==> src/rtl/dmac_ctrl_slave.sv <==
// AXI4-Lite control responder for the DMA engine: holds transfer configuration,
// issues a one-cycle start pulse and reports busy/done status to the host.
module dmac_ctrl_slave #(
    parameter int unsigned C_S_AXI_CONTROL_ADDR_WIDTH = 12,
    parameter int unsigned C_S_AXI_CONTROL_DATA_WIDTH = 32
) (
    input  logic                                    ap_clk,
    input  logic                                    ap_rst,
    input  logic                                    s_axi_control_awvalid,
    output logic                                    s_axi_control_awready,
    input  logic [C_S_AXI_CONTROL_ADDR_WIDTH-1:0]   s_axi_control_awaddr,
    input  logic                                    s_axi_control_wvalid,
    output logic                                    s_axi_control_wready,
    input  logic [C_S_AXI_CONTROL_DATA_WIDTH-1:0]   s_axi_control_wdata,
    input  logic [C_S_AXI_CONTROL_DATA_WIDTH/8-1:0] s_axi_control_wstrb,
    output logic                                    s_axi_control_bvalid,
    input  logic                                    s_axi_control_bready,
    output logic [1:0]                              s_axi_control_bresp,
    input  logic                                    s_axi_control_arvalid,
    output logic                                    s_axi_control_arready,
    input  logic [C_S_AXI_CONTROL_ADDR_WIDTH-1:0]   s_axi_control_araddr,
    output logic                                    s_axi_control_rvalid,
    input  logic                                    s_axi_control_rready,
    output logic [C_S_AXI_CONTROL_DATA_WIDTH-1:0]   s_axi_control_rdata,
    output logic [1:0]                              s_axi_control_rresp,
    output logic                                    ap_start,
    input  logic                                    ap_done,
    output logic [C_S_AXI_CONTROL_DATA_WIDTH-1:0]   byte_len,
    output logic [C_S_AXI_CONTROL_DATA_WIDTH-1:0]   src_addr,
    output logic [C_S_AXI_CONTROL_DATA_WIDTH-1:0]   dst_addr
);

    localparam int unsigned AW = C_S_AXI_CONTROL_ADDR_WIDTH;
    localparam int unsigned DW = C_S_AXI_CONTROL_DATA_WIDTH;
    localparam int unsigned SW = DW / 8;

    localparam logic [AW-1:0] ADDR_CTRL = AW'(32'h010);
    localparam logic [AW-1:0] ADDR_LEN  = AW'(32'h014);
    localparam logic [AW-1:0] ADDR_SRC  = AW'(32'h018);
    localparam logic [AW-1:0] ADDR_DST  = AW'(32'h01C);

    typedef enum logic [1:0] {
        W_ADDR = 2'd0,
        W_DATA = 2'd1,
        W_RESP = 2'd2
    } wstate_e;

    typedef enum logic {
        R_ADDR = 1'b0,
        R_DATA = 1'b1
    } rstate_e;

    wstate_e w_state_q, w_state_d;
    rstate_e r_state_q, r_state_d;

    logic          awready_q, awready_d;
    logic          wready_q,  wready_d;
    logic          bvalid_q,  bvalid_d;
    logic          arready_q, arready_d;
    logic          rvalid_q,  rvalid_d;
    logic [DW-1:0] rdata_q,   rdata_d;
    logic [AW-1:0] waddr_q,   waddr_d;
    logic          ap_start_q, ap_start_d;
    logic          busy_q,    busy_d;
    logic          done_q,    done_d;
    logic [DW-1:0] byte_len_q, byte_len_d;
    logic [DW-1:0] src_q,     src_d;
    logic [DW-1:0] dst_q,     dst_d;

    logic          aw_hs_c, w_hs_c, b_hs_c, ar_hs_c, r_hs_c;
    logic          start_acc_c, cfg_we_c, ctrl_rd_c;
    logic [DW-1:0] ctrl_status_c, rdata_sel_c;

    function automatic logic [DW-1:0] merge_bytes(input logic [DW-1:0] old_v,
                                                  input logic [DW-1:0] new_v,
                                                  input logic [SW-1:0] strb);
        logic [DW-1:0] r;
        r = old_v;
        for (int i = 0; i < int'(SW); i++) begin
            if (strb[i]) r[8*i +: 8] = new_v[8*i +: 8];
        end
        return r;
    endfunction

    assign aw_hs_c = s_axi_control_awvalid & awready_q;
    assign w_hs_c  = s_axi_control_wvalid  & wready_q;
    assign b_hs_c  = bvalid_q & s_axi_control_bready;
    assign ar_hs_c = s_axi_control_arvalid & arready_q;
    assign r_hs_c  = rvalid_q & s_axi_control_rready;

    // State registers
    always_ff @(posedge ap_clk or posedge ap_rst) begin
        if (ap_rst) begin
            w_state_q <= W_ADDR;
            r_state_q <= R_ADDR;
        end else begin
            w_state_q <= w_state_d;
            r_state_q <= r_state_d;
        end
    end

    // Next-state logic for both channel FSMs
    always_comb begin
        w_state_d = w_state_q;
        r_state_d = r_state_q;
        case (w_state_q)
            W_ADDR:  if (aw_hs_c) w_state_d = W_DATA;
            W_DATA:  if (w_hs_c)  w_state_d = W_RESP;
            W_RESP:  if (b_hs_c)  w_state_d = W_ADDR;
            default: w_state_d = W_ADDR;
        endcase
        case (r_state_q)
            R_ADDR:  if (ar_hs_c) r_state_d = R_DATA;
            R_DATA:  if (r_hs_c)  r_state_d = R_ADDR;
            default: r_state_d = R_ADDR;
        endcase
    end

    // Channel handshake outputs follow the state being entered
    always_comb begin
        awready_d = 1'b0;
        wready_d  = 1'b0;
        bvalid_d  = 1'b0;
        arready_d = 1'b0;
        rvalid_d  = 1'b0;
        case (w_state_d)
            W_ADDR:  awready_d = 1'b1;
            W_DATA:  wready_d  = 1'b1;
            W_RESP:  bvalid_d  = 1'b1;
            default: awready_d = 1'b1;
        endcase
        case (r_state_d)
            R_ADDR:  arready_d = 1'b1;
            R_DATA:  rvalid_d  = 1'b1;
            default: arready_d = 1'b1;
        endcase
    end

    assign ctrl_status_c = DW'({~busy_q, done_q, busy_q});

    always_comb begin
        rdata_sel_c = '0;
        case (s_axi_control_araddr)
            ADDR_CTRL: rdata_sel_c = ctrl_status_c;
            ADDR_LEN:  rdata_sel_c = byte_len_q;
            ADDR_SRC:  rdata_sel_c = src_q;
            ADDR_DST:  rdata_sel_c = dst_q;
            default:   rdata_sel_c = '0;
        endcase
    end

    // A done pulse in the same cycle frees the engine for an incoming start
    assign start_acc_c = w_hs_c && (waddr_q == ADDR_CTRL) && s_axi_control_wdata[0]
                         && s_axi_control_wstrb[0] && !(busy_q && !ap_done);
    assign cfg_we_c    = w_hs_c && !busy_q;
    assign ctrl_rd_c   = ar_hs_c && (s_axi_control_araddr == ADDR_CTRL);

    always_comb begin
        waddr_d    = waddr_q;
        rdata_d    = rdata_q;
        ap_start_d = start_acc_c;
        busy_d     = busy_q;
        done_d     = done_q;
        byte_len_d = byte_len_q;
        src_d      = src_q;
        dst_d      = dst_q;
        if (aw_hs_c) waddr_d = s_axi_control_awaddr;
        if (ar_hs_c) rdata_d = rdata_sel_c;
        if (start_acc_c)  busy_d = 1'b1;
        else if (ap_done) busy_d = 1'b0;
        // Set wins over clear-on-read
        if (ap_done)        done_d = 1'b1;
        else if (ctrl_rd_c) done_d = 1'b0;
        if (cfg_we_c) begin
            case (waddr_q)
                ADDR_LEN: byte_len_d = merge_bytes(byte_len_q, s_axi_control_wdata, s_axi_control_wstrb);
                ADDR_SRC: src_d      = merge_bytes(src_q, s_axi_control_wdata, s_axi_control_wstrb);
                ADDR_DST: dst_d      = merge_bytes(dst_q, s_axi_control_wdata, s_axi_control_wstrb);
                default:  ;
            endcase
        end
    end

    always_ff @(posedge ap_clk or posedge ap_rst) begin
        if (ap_rst) begin
            awready_q  <= 1'b1;
            wready_q   <= 1'b0;
            bvalid_q   <= 1'b0;
            arready_q  <= 1'b1;
            rvalid_q   <= 1'b0;
            rdata_q    <= '0;
            waddr_q    <= '0;
            ap_start_q <= 1'b0;
            busy_q     <= 1'b0;
            done_q     <= 1'b0;
            byte_len_q <= '0;
            src_q      <= '0;
            dst_q      <= '0;
        end else begin
            awready_q  <= awready_d;
            wready_q   <= wready_d;
            bvalid_q   <= bvalid_d;
            arready_q  <= arready_d;
            rvalid_q   <= rvalid_d;
            rdata_q    <= rdata_d;
            waddr_q    <= waddr_d;
            ap_start_q <= ap_start_d;
            busy_q     <= busy_d;
            done_q     <= done_d;
            byte_len_q <= byte_len_d;
            src_q      <= src_d;
            dst_q      <= dst_d;
        end
    end

    assign s_axi_control_awready = awready_q;
    assign s_axi_control_wready  = wready_q;
    assign s_axi_control_bvalid  = bvalid_q;
    assign s_axi_control_bresp   = 2'b00;
    assign s_axi_control_arready = arready_q;
    assign s_axi_control_rvalid  = rvalid_q;
    assign s_axi_control_rdata   = rdata_q;
    assign s_axi_control_rresp   = 2'b00;
    assign ap_start              = ap_start_q;
    assign byte_len              = byte_len_q;
    assign src_addr              = src_q;
    assign dst_addr              = dst_q;

endmodule

==> config.mk <==
export PLATFORM = sky130hd
export DESIGN_NAME = dmac_ctrl_slave
export DESIGN_NICKNAME = d
export VERILOG_FILES = /design/src/rtl/dmac_ctrl_slave.sv
export SDC_FILE = /design/constraint.sdc
export NUM_CORES = 1
export LEC_CHECK = 0
export ABC_AREA = 1
export CAP_MARGIN = 10
export CORE_UTILIZATION = 42
export DETAILED_ROUTE_END_ITERATION = 10
export GPL_TIMING_DRIVEN = 1
export PLACE_DENSITY = 0.78
export SKIP_LAST_GASP = 1
export SLEW_MARGIN = 40
export SYNTH_ARGS = -nofsm -noshare
export SYNTH_HDL_FRONTEND = slang
export SYNTH_SLANG_ARGS = --single-unit
export TNS_END_PERCENT = 50
==> constraint.sdc <==
create_clock -name ap_clk -period 4.5 [get_ports ap_clk]
set_input_delay 0.675 -clock ap_clk [delete_from_list [all_inputs] [get_ports ap_clk]]
set_output_delay 0.675 -clock ap_clk [all_outputs]
set_load 0.03 [all_outputs]
==> impl_metrics.py, run 1 <==
metrics = {
    "outcome": {
        "outcome": "finished clean",
    },
    "worst_setup_path": {
        "crit_family": "simple AND/OR/NAND/NOR gates",
        "crit-reg2reg-capture": "s_axi_control_rdata[11]",
        "rr_startpoint": "s_axi_control_arready",
        "worst_path_max_delay_cell": "and2_1",
        "crit_top_cell": "nand2_1",
        "start_kind": "input pin",
        "cp-end-kind": "flip-flop",
        "worst_ep_arrival_time_ns": 2.87,
        "critPathMaxStageDelay_ns": 0.59,
        "critical_path_class": "input pin to flip-flop",
        "path_buf_inv": 3,
        "cp.required_ns": 4.86,
        "path_max_fanout": 50,
        "r2r_cells": 6,
        "worstPathCellList": "clkdlybuf4s50_1 -> inv_1 -> nor2_1 -> nand2_1 -> nor2_4 -> buf_4 -> and2_1 -> nand2_1 -> nand3_1 -> nand2_1 -> nand2_1",
        "rrSetupSlack_ns": 2.22,
    },
    "clocking": {
        "clk_pin_slew_ns": 0.06,
        "cts_max_level": 4,
        "post_cts_buffers": 0,
        "numCtsBuffers": 17,
        "cts_hold_buf": 0,
        "cts.sinks": 150,
        "cts_resized": 0,
        "clock_latency_ns": 0.42,
        "cts_root_buffer": "clkbuf_16",
        "cts_buffer_depth": 2,
        "cts_tree": "built",
    },
    "global_routing": {
        "antenna_found_initial": 0,
        "use_met2": 0.3887,
        "grt_pass1_wl_mm": 29.75,
        "overflow": 0,
        "use_met1": 0.3103,
        "grt_pass1_vias": 5668,
        "grt_max_degree": 79,
        "grt_usage": 0.2404,
        "met3_usage": 0.06052,
        "grt.busiest_layer": "met2",
    },
    "synthesis": {
        "synth_cells": 745,
        "synth.avg_cell_area_sq_um": 8.911,
        "yosysMostFrequentCell": "nand2_1",
        "netlist_top_cells_area": "dfrtp_1 (56%), nand2_1 (13%), nand3_1 (8.7%), o21ai_0 (5.4%), inv_1 (2.9%)",
        "synth_cell_types": 31,
        "ys_seq_elements": 150,
        "synth_top_area_share": 0.5579,
        "async_flop_share": 1.000,
        "synth_top_area_cell": "dfrtp_1",
        "yosys-top-cells-count": "nand2_1 (228), dfrtp_1 (148), nand3_1 (115), o21ai_0 (71), inv_1 (51)",
        "synth_warnings": 0,
        "syn_area_sq_um": 6639,
        "synth_edf_count": 0,
        "synth_flop_cell": "dfrtp_1",
        "ys_seq_area_frac": 0.5658,
    },
    "placement": {
        "gp_congestion": 0.7978,
        "dpl_worst_slack_ns": 1.606,
        "dpl_cell_area_sq_um": 8803,
        "place_inst": 1129,
        "portBuffers": 201,
        "dp_hpwl_mm": 12.76,
    },
    "routing": {
        "drc": 0,
        "num_vias": 5953,
        "ant_nets": 0,
        "initialDrtViolationCount": 449,
        "drt_pass1_iterations": 5,
        "routed_wl_mm": 18.81,
        "post_drt_wl_per_cell_um": 16.20,
        "vias_per_cell": 5.127,
    },
    "floorplan": {
        "core_area_sq_um": 15310,
        "die_h_um": 127.7,
        "dieWidth_um": 127.7,
        "initial_core_util": 0.4335,
        "num_io_pins": 206,
        "dieArea_sq_um": 16310,
        "num_rows": 45,
    },
    "power_and_ir_drop": {
        "power_leakage_uw": 0.004307,
        "power_density_nw_per_um2": 364.4,
        "vdd_ir_drop_max_mv": 0.2503,
    },
    "final_layout": {
        "syn_to_final_growth_pct": 41.84,
        "drive_gt1_frac": 0.09895,
        "final_cells": 1161,
        "layout.nets": 1007,
        "fin_area_sq_um": 9417,
        "num_antenna_cells": 0,
        "post-route-util": 0.6149,
    },
    "worst_hold_path": {
        "min_to": "s_axi_control_rdata[23]",
        "hold_start": "s_axi_control_rdata[23]",
        "hold_depth": 2,
        "hold_path_class": "flip-flop to flip-flop",
    },
    "sta": {
        "rsz0062_at_grt": "false",
        "setup_slack_ns": 1.985,
        "finalHoldViolCount": 0,
        "max_clock_freq_mhz": 397.5,
        "period_share": 0.5590,
        "fin_crit_ns": 2.515,
        "tightest_slew_ns": 0.7878,
        "setup_tns_ns": 0,
        "slew_viol_final": 0,
        "finalSetupViolations": 0,
        "fin_skew_ns": 0.005931,
        "slew_headroom": 0.4733,
    },
    "job": {
        "maxCapViolations": 0,
    },
}
-- sequential cells by signal (all words and copies together), names as in the netlist --
register	flops
byte_len	32
ap_start	1
s_axi_control_wready	1
s_axi_control_bvalid	1
waddr_q	12
s_axi_control_awready	1
w_state_q	2
s_axi_control_arready	1
done_q	1
r_state_q	1
busy_q	1
dst_addr	32
src_addr	32
s_axi_control_rdata	32
-- final cells by class --
class	count	area (sq um)
flip-flops and latches	150	3756
inverters	53	202.7
multi-input cells	505	2494
fillers	1300	5898
repair buffers	210	2092
clock inverters	12	151.4
well taps	211	264.0
clock buffers	20	456.7
-- layout by cell type (no fill, tap or decap), drive strengths merged --
cell / netlist / routed
dfstp: 2 / 2
and2: 2 / 2
mux2: 10 / 10
nand4: 1 / 1
dfrtp: 148 / 148
clkinv: 0 / 3
a31oi: 1 / 1
ha: 2 / 2
bufinv: 0 / 3
nor3: 2 / 2
nand2: 229 / 229
o21ai: 102 / 102
o22ai: 1 / 1
nand3: 124 / 124
clkinvlp: 0 / 6
nor2: 21 / 21
a21oi: 3 / 3
conb: 1 / 4
clkdlybuf4s50: 0 / 201
buf: 32 / 9
inv: 53 / 53
clkbuf: 8 / 20
nor4: 3 / 3
-- how the worst max path moves through the flow --
stage	startpoint	endpoint	slack (ns)	cells after the start
after floorplan	ap_rst	ap_start	1.94	1
after global placement	s_axi_control_araddr[3]	s_axi_control_rdata[13]	1.66	8
after detailed placement	s_axi_control_araddr[4]	s_axi_control_rdata[6]	1.61	11
after CTS	s_axi_control_araddr[4]	s_axi_control_rdata[6]	2.02	11
after global routing	s_axi_control_araddr[4]	s_axi_control_rdata[7]	1.83	11
final	s_axi_control_araddr[4]	s_axi_control_rdata[6]	1.98	11
-- power breakdown --
| part | internal, uW | switching (uW) | total (uW) |
|---|---|---|---|
| clock | 899 | 555 | 1450 |
| combinational | 190 | 279 | 469 |
| sequential | 1450 | 62.6 | 1510 |
-- stage by stage --
stage | hold slack [ns] | total power [uW]
floorplan | 0.4387 | 1812
global placement | 0.4580 | 1989
detailed placement | 0.4657 | 2007
CTS | 0.4818 | 3456
global route | 0.5018 | 3565
finish | 0.4763 | 3431
-- metal layers --
layer  up-vias  part of all wire
met3        31             0.075
met5         -                 0
met2       249              0.49
li1       2822                 -
met1      2851              0.42
met4         0             0.022
-- logic make-up (layout without fill, tap and decap cells) --
| logic type | after synthesis | in the layout | share of synthesized area |
|---|---|---|---|
| compound gates | 107 | 107 | 0.09009 |
| buf+inv | 93 | 295 | 0.06483 |
| mux | 10 | 10 | 0.01696 |
| simple gates | 382 | 382 | 0.2580 |
| fa+ha+maj | 2 | 2 | 0.003769 |
| flops | 150 | 150 | 0.5658 |
| other cells | 1 | 4 | 0.0005649 |
-- worst reg2reg max path, delay by kind of cell (launching register included) --
kind | cells | cell delay [ns]
buffers and inverters | 2 | 0.69
DFF | 1 | 0.53
and+or+nand+nor | 4 | 1.00
No activity file was read; power rests on OpenSTA's default activity.
==> inputs of run 2 (changes only) <==
Settings changed: CORE_UTILIZATION 42 to 47, PLACE_DENSITY 0.78 to 0.83.
Clock period 4.5 ns to 2.56 ns, I/O delays scaled along.
==> impl_metrics.py, run 2 (synthesis results as in run 1) <==
metrics = {
    "sta": {
        "setup_tns_ns": 0,
        "fin_crit_ns": 1.994,
        "rsz0062_at_grt": "false",
        "tightest_slew_ns": 0.6776,
        "finalSetupViolations": 0,
        "setup_slack_ns": 0.5662,
        "max_clock_freq_mhz": 501.5,
        "period_share": 0.7788,
        "fin_skew_ns": 0.008640,
        "slew_headroom": 0.5473,
        "slew_viol_final": 0,
        "finalHoldViolCount": 0,
    },
    "worst_setup_path": {
        "start_kind": "flip-flop",
        "worst_ep_arrival_time_ns": 1.61,
        "worst_path_max_delay_cell": "clkdlybuf4s50_1",
        "path_buf_inv": 1,
        "critPathMaxStageDelay_ns": 0.66,
        "path_max_fanout": 2,
        "cp-end-kind": "primary output",
        "worstPathCellList": "clkdlybuf4s50_1",
        "crit_family": "buffers and inverters",
        "critical_path_class": "flip-flop to primary output",
        "cp.required_ns": 2.18,
    },
    "final_layout": {
        "layout_commonest_cell": "nand2_1",
        "final_cells": 1140,
        "num_antenna_cells": 0,
        "fillers": 1061,
        "mostFrequentLayoutCells": "nand2_1 (228), clkdlybuf4s50_1 (201), dfrtp_1 (148), nand3_1 (115), o21ai_0 (71)",
        "drive_gt1_frac": 0.1083,
        "layout.nets": 1019,
        "syn_to_final_growth_pct": 42.39,
        "seqCellArea_sq_um": 3756,
        "multi_input_area_sq_um": 2489,
    },
    "global_routing": {
        "grt_usage": 0.2674,
        "antenna_found_initial": 0,
        "grt_max_degree": 46,
        "grt_pass1_vias": 5890,
        "grt_pass1_wl_mm": 29.59,
        "overflow": 0,
    },
    "routing": {
        "drc": 0,
        "drt_pass1_iterations": 7,
        "routed_wl_mm": 18.61,
        "ant_nets": 0,
        "initialDrtViolationCount": 390,
        "vias_per_cell": 5.266,
        "post_drt_wl_per_cell_um": 16.32,
        "num_vias": 6003,
    },
    "power_and_ir_drop": {
        "power_density_nw_per_um2": 632.3,
        "power_leakage_uw": 0.004378,
        "vdd_ir_drop_max_mv": 0.4789,
    },
    "placement": {
        "gp_congestion": 0.8160,
        "dpl_worst_slack_ns": 0.3662,
        "dp_hpwl_mm": 12.68,
        "place_inst": 1110,
        "portBuffers": 201,
    },
    "floorplan": {
        "num_rows": 43,
        "initial_core_util": 0.4801,
        "core_area_sq_um": 13830,
        "dieArea_sq_um": 14600,
        "die_h_um": 120.9,
        "dieWidth_um": 120.9,
        "num_io_pins": 206,
    },
    "clocking": {
        "post_cts_buffers": 0,
        "cts_root_buffer": "clkbuf_16",
        "cts_tree": "built",
        "clk_pin_slew_ns": 0.06,
        "cts_max_level": 4,
        "clock_latency_ns": 0.42,
        "cts_resized": 0,
        "cts.sinks": 150,
        "cts_buffer_depth": 2,
        "cts_hold_buf": 0,
        "numCtsBuffers": 17,
    },
    "job": {
        "maxCapViolations": 0,
    },
    "outcome": {
        "outcome": "finished clean",
    },
    "worst_hold_path": {
        "hold_path_class": "input pin to async pin",
    },
}
==> run 2: path summary, 6_finish.rpt <==
path	from	to	slack, ns	depth (start not counted)
min reg2reg	s_axi_control_rdata[7]	s_axi_control_rdata[7]	0.48	2
min in group ap_clk	s_axi_control_rdata[7]	s_axi_control_rdata[7]	0.48	2
max in group asynchronous	ap_rst	r_state_q	1.51	3
max reg2reg	waddr_q[7]	byte_len[3]	0.75	5
min	ap_rst	src_addr[7]	0.41	2
max	s_axi_control_awready	s_axi_control_awready	0.57	1
==> run 2: power breakdown <==
group	internal [uW]	switching, uW
Combinational	346	493
Clock	1560	924
Sequential	2540	114
Total	4450	1530
==> run 2: cell type report <==
| type | instances | share of cell area |
|---|---|---|
| clock buffer | 19 | 0.04792 |
| clock inverter | 11 | 0.01403 |
| multi-input combinational | 505 | 0.2633 |
| tap | 180 | 0.02383 |
| timing repair buffer | 222 | 0.2322 |
| inverter | 53 | 0.02144 |
| sequential | 150 | 0.3974 |
==> run 2: per-stage QoR <==
step	total power [uW]	hold slack [ns]	utilization	cell area [sq um]
2_1_floorplan	3186	0.4387	-	6654
3_3_place_gp	3509	0.4621	0.6413	8867
3_5_place_dp	3537	0.4640	0.6413	8867
4_1_cts	6021	0.4321	0.6836	9453
5_1_grt	6225	0.4777	0.6836	9453
6_report	5977	0.4129	0.6836	9453
==> run 2: metal layers <==
| layer | GRT usage | vias up | share of wire |
|---|---|---|---|
| met5 | 0 | - | 0 |
| met4 | 0.1235 | 0 | 0.030 |
| met3 | 0.05780 | 42 | 0.070 |
| met2 | 0.4450 | 265 | 0.49 |
| met1 | 0.3328 | 2859 | 0.41 |
| li1 | - | 2837 | - |
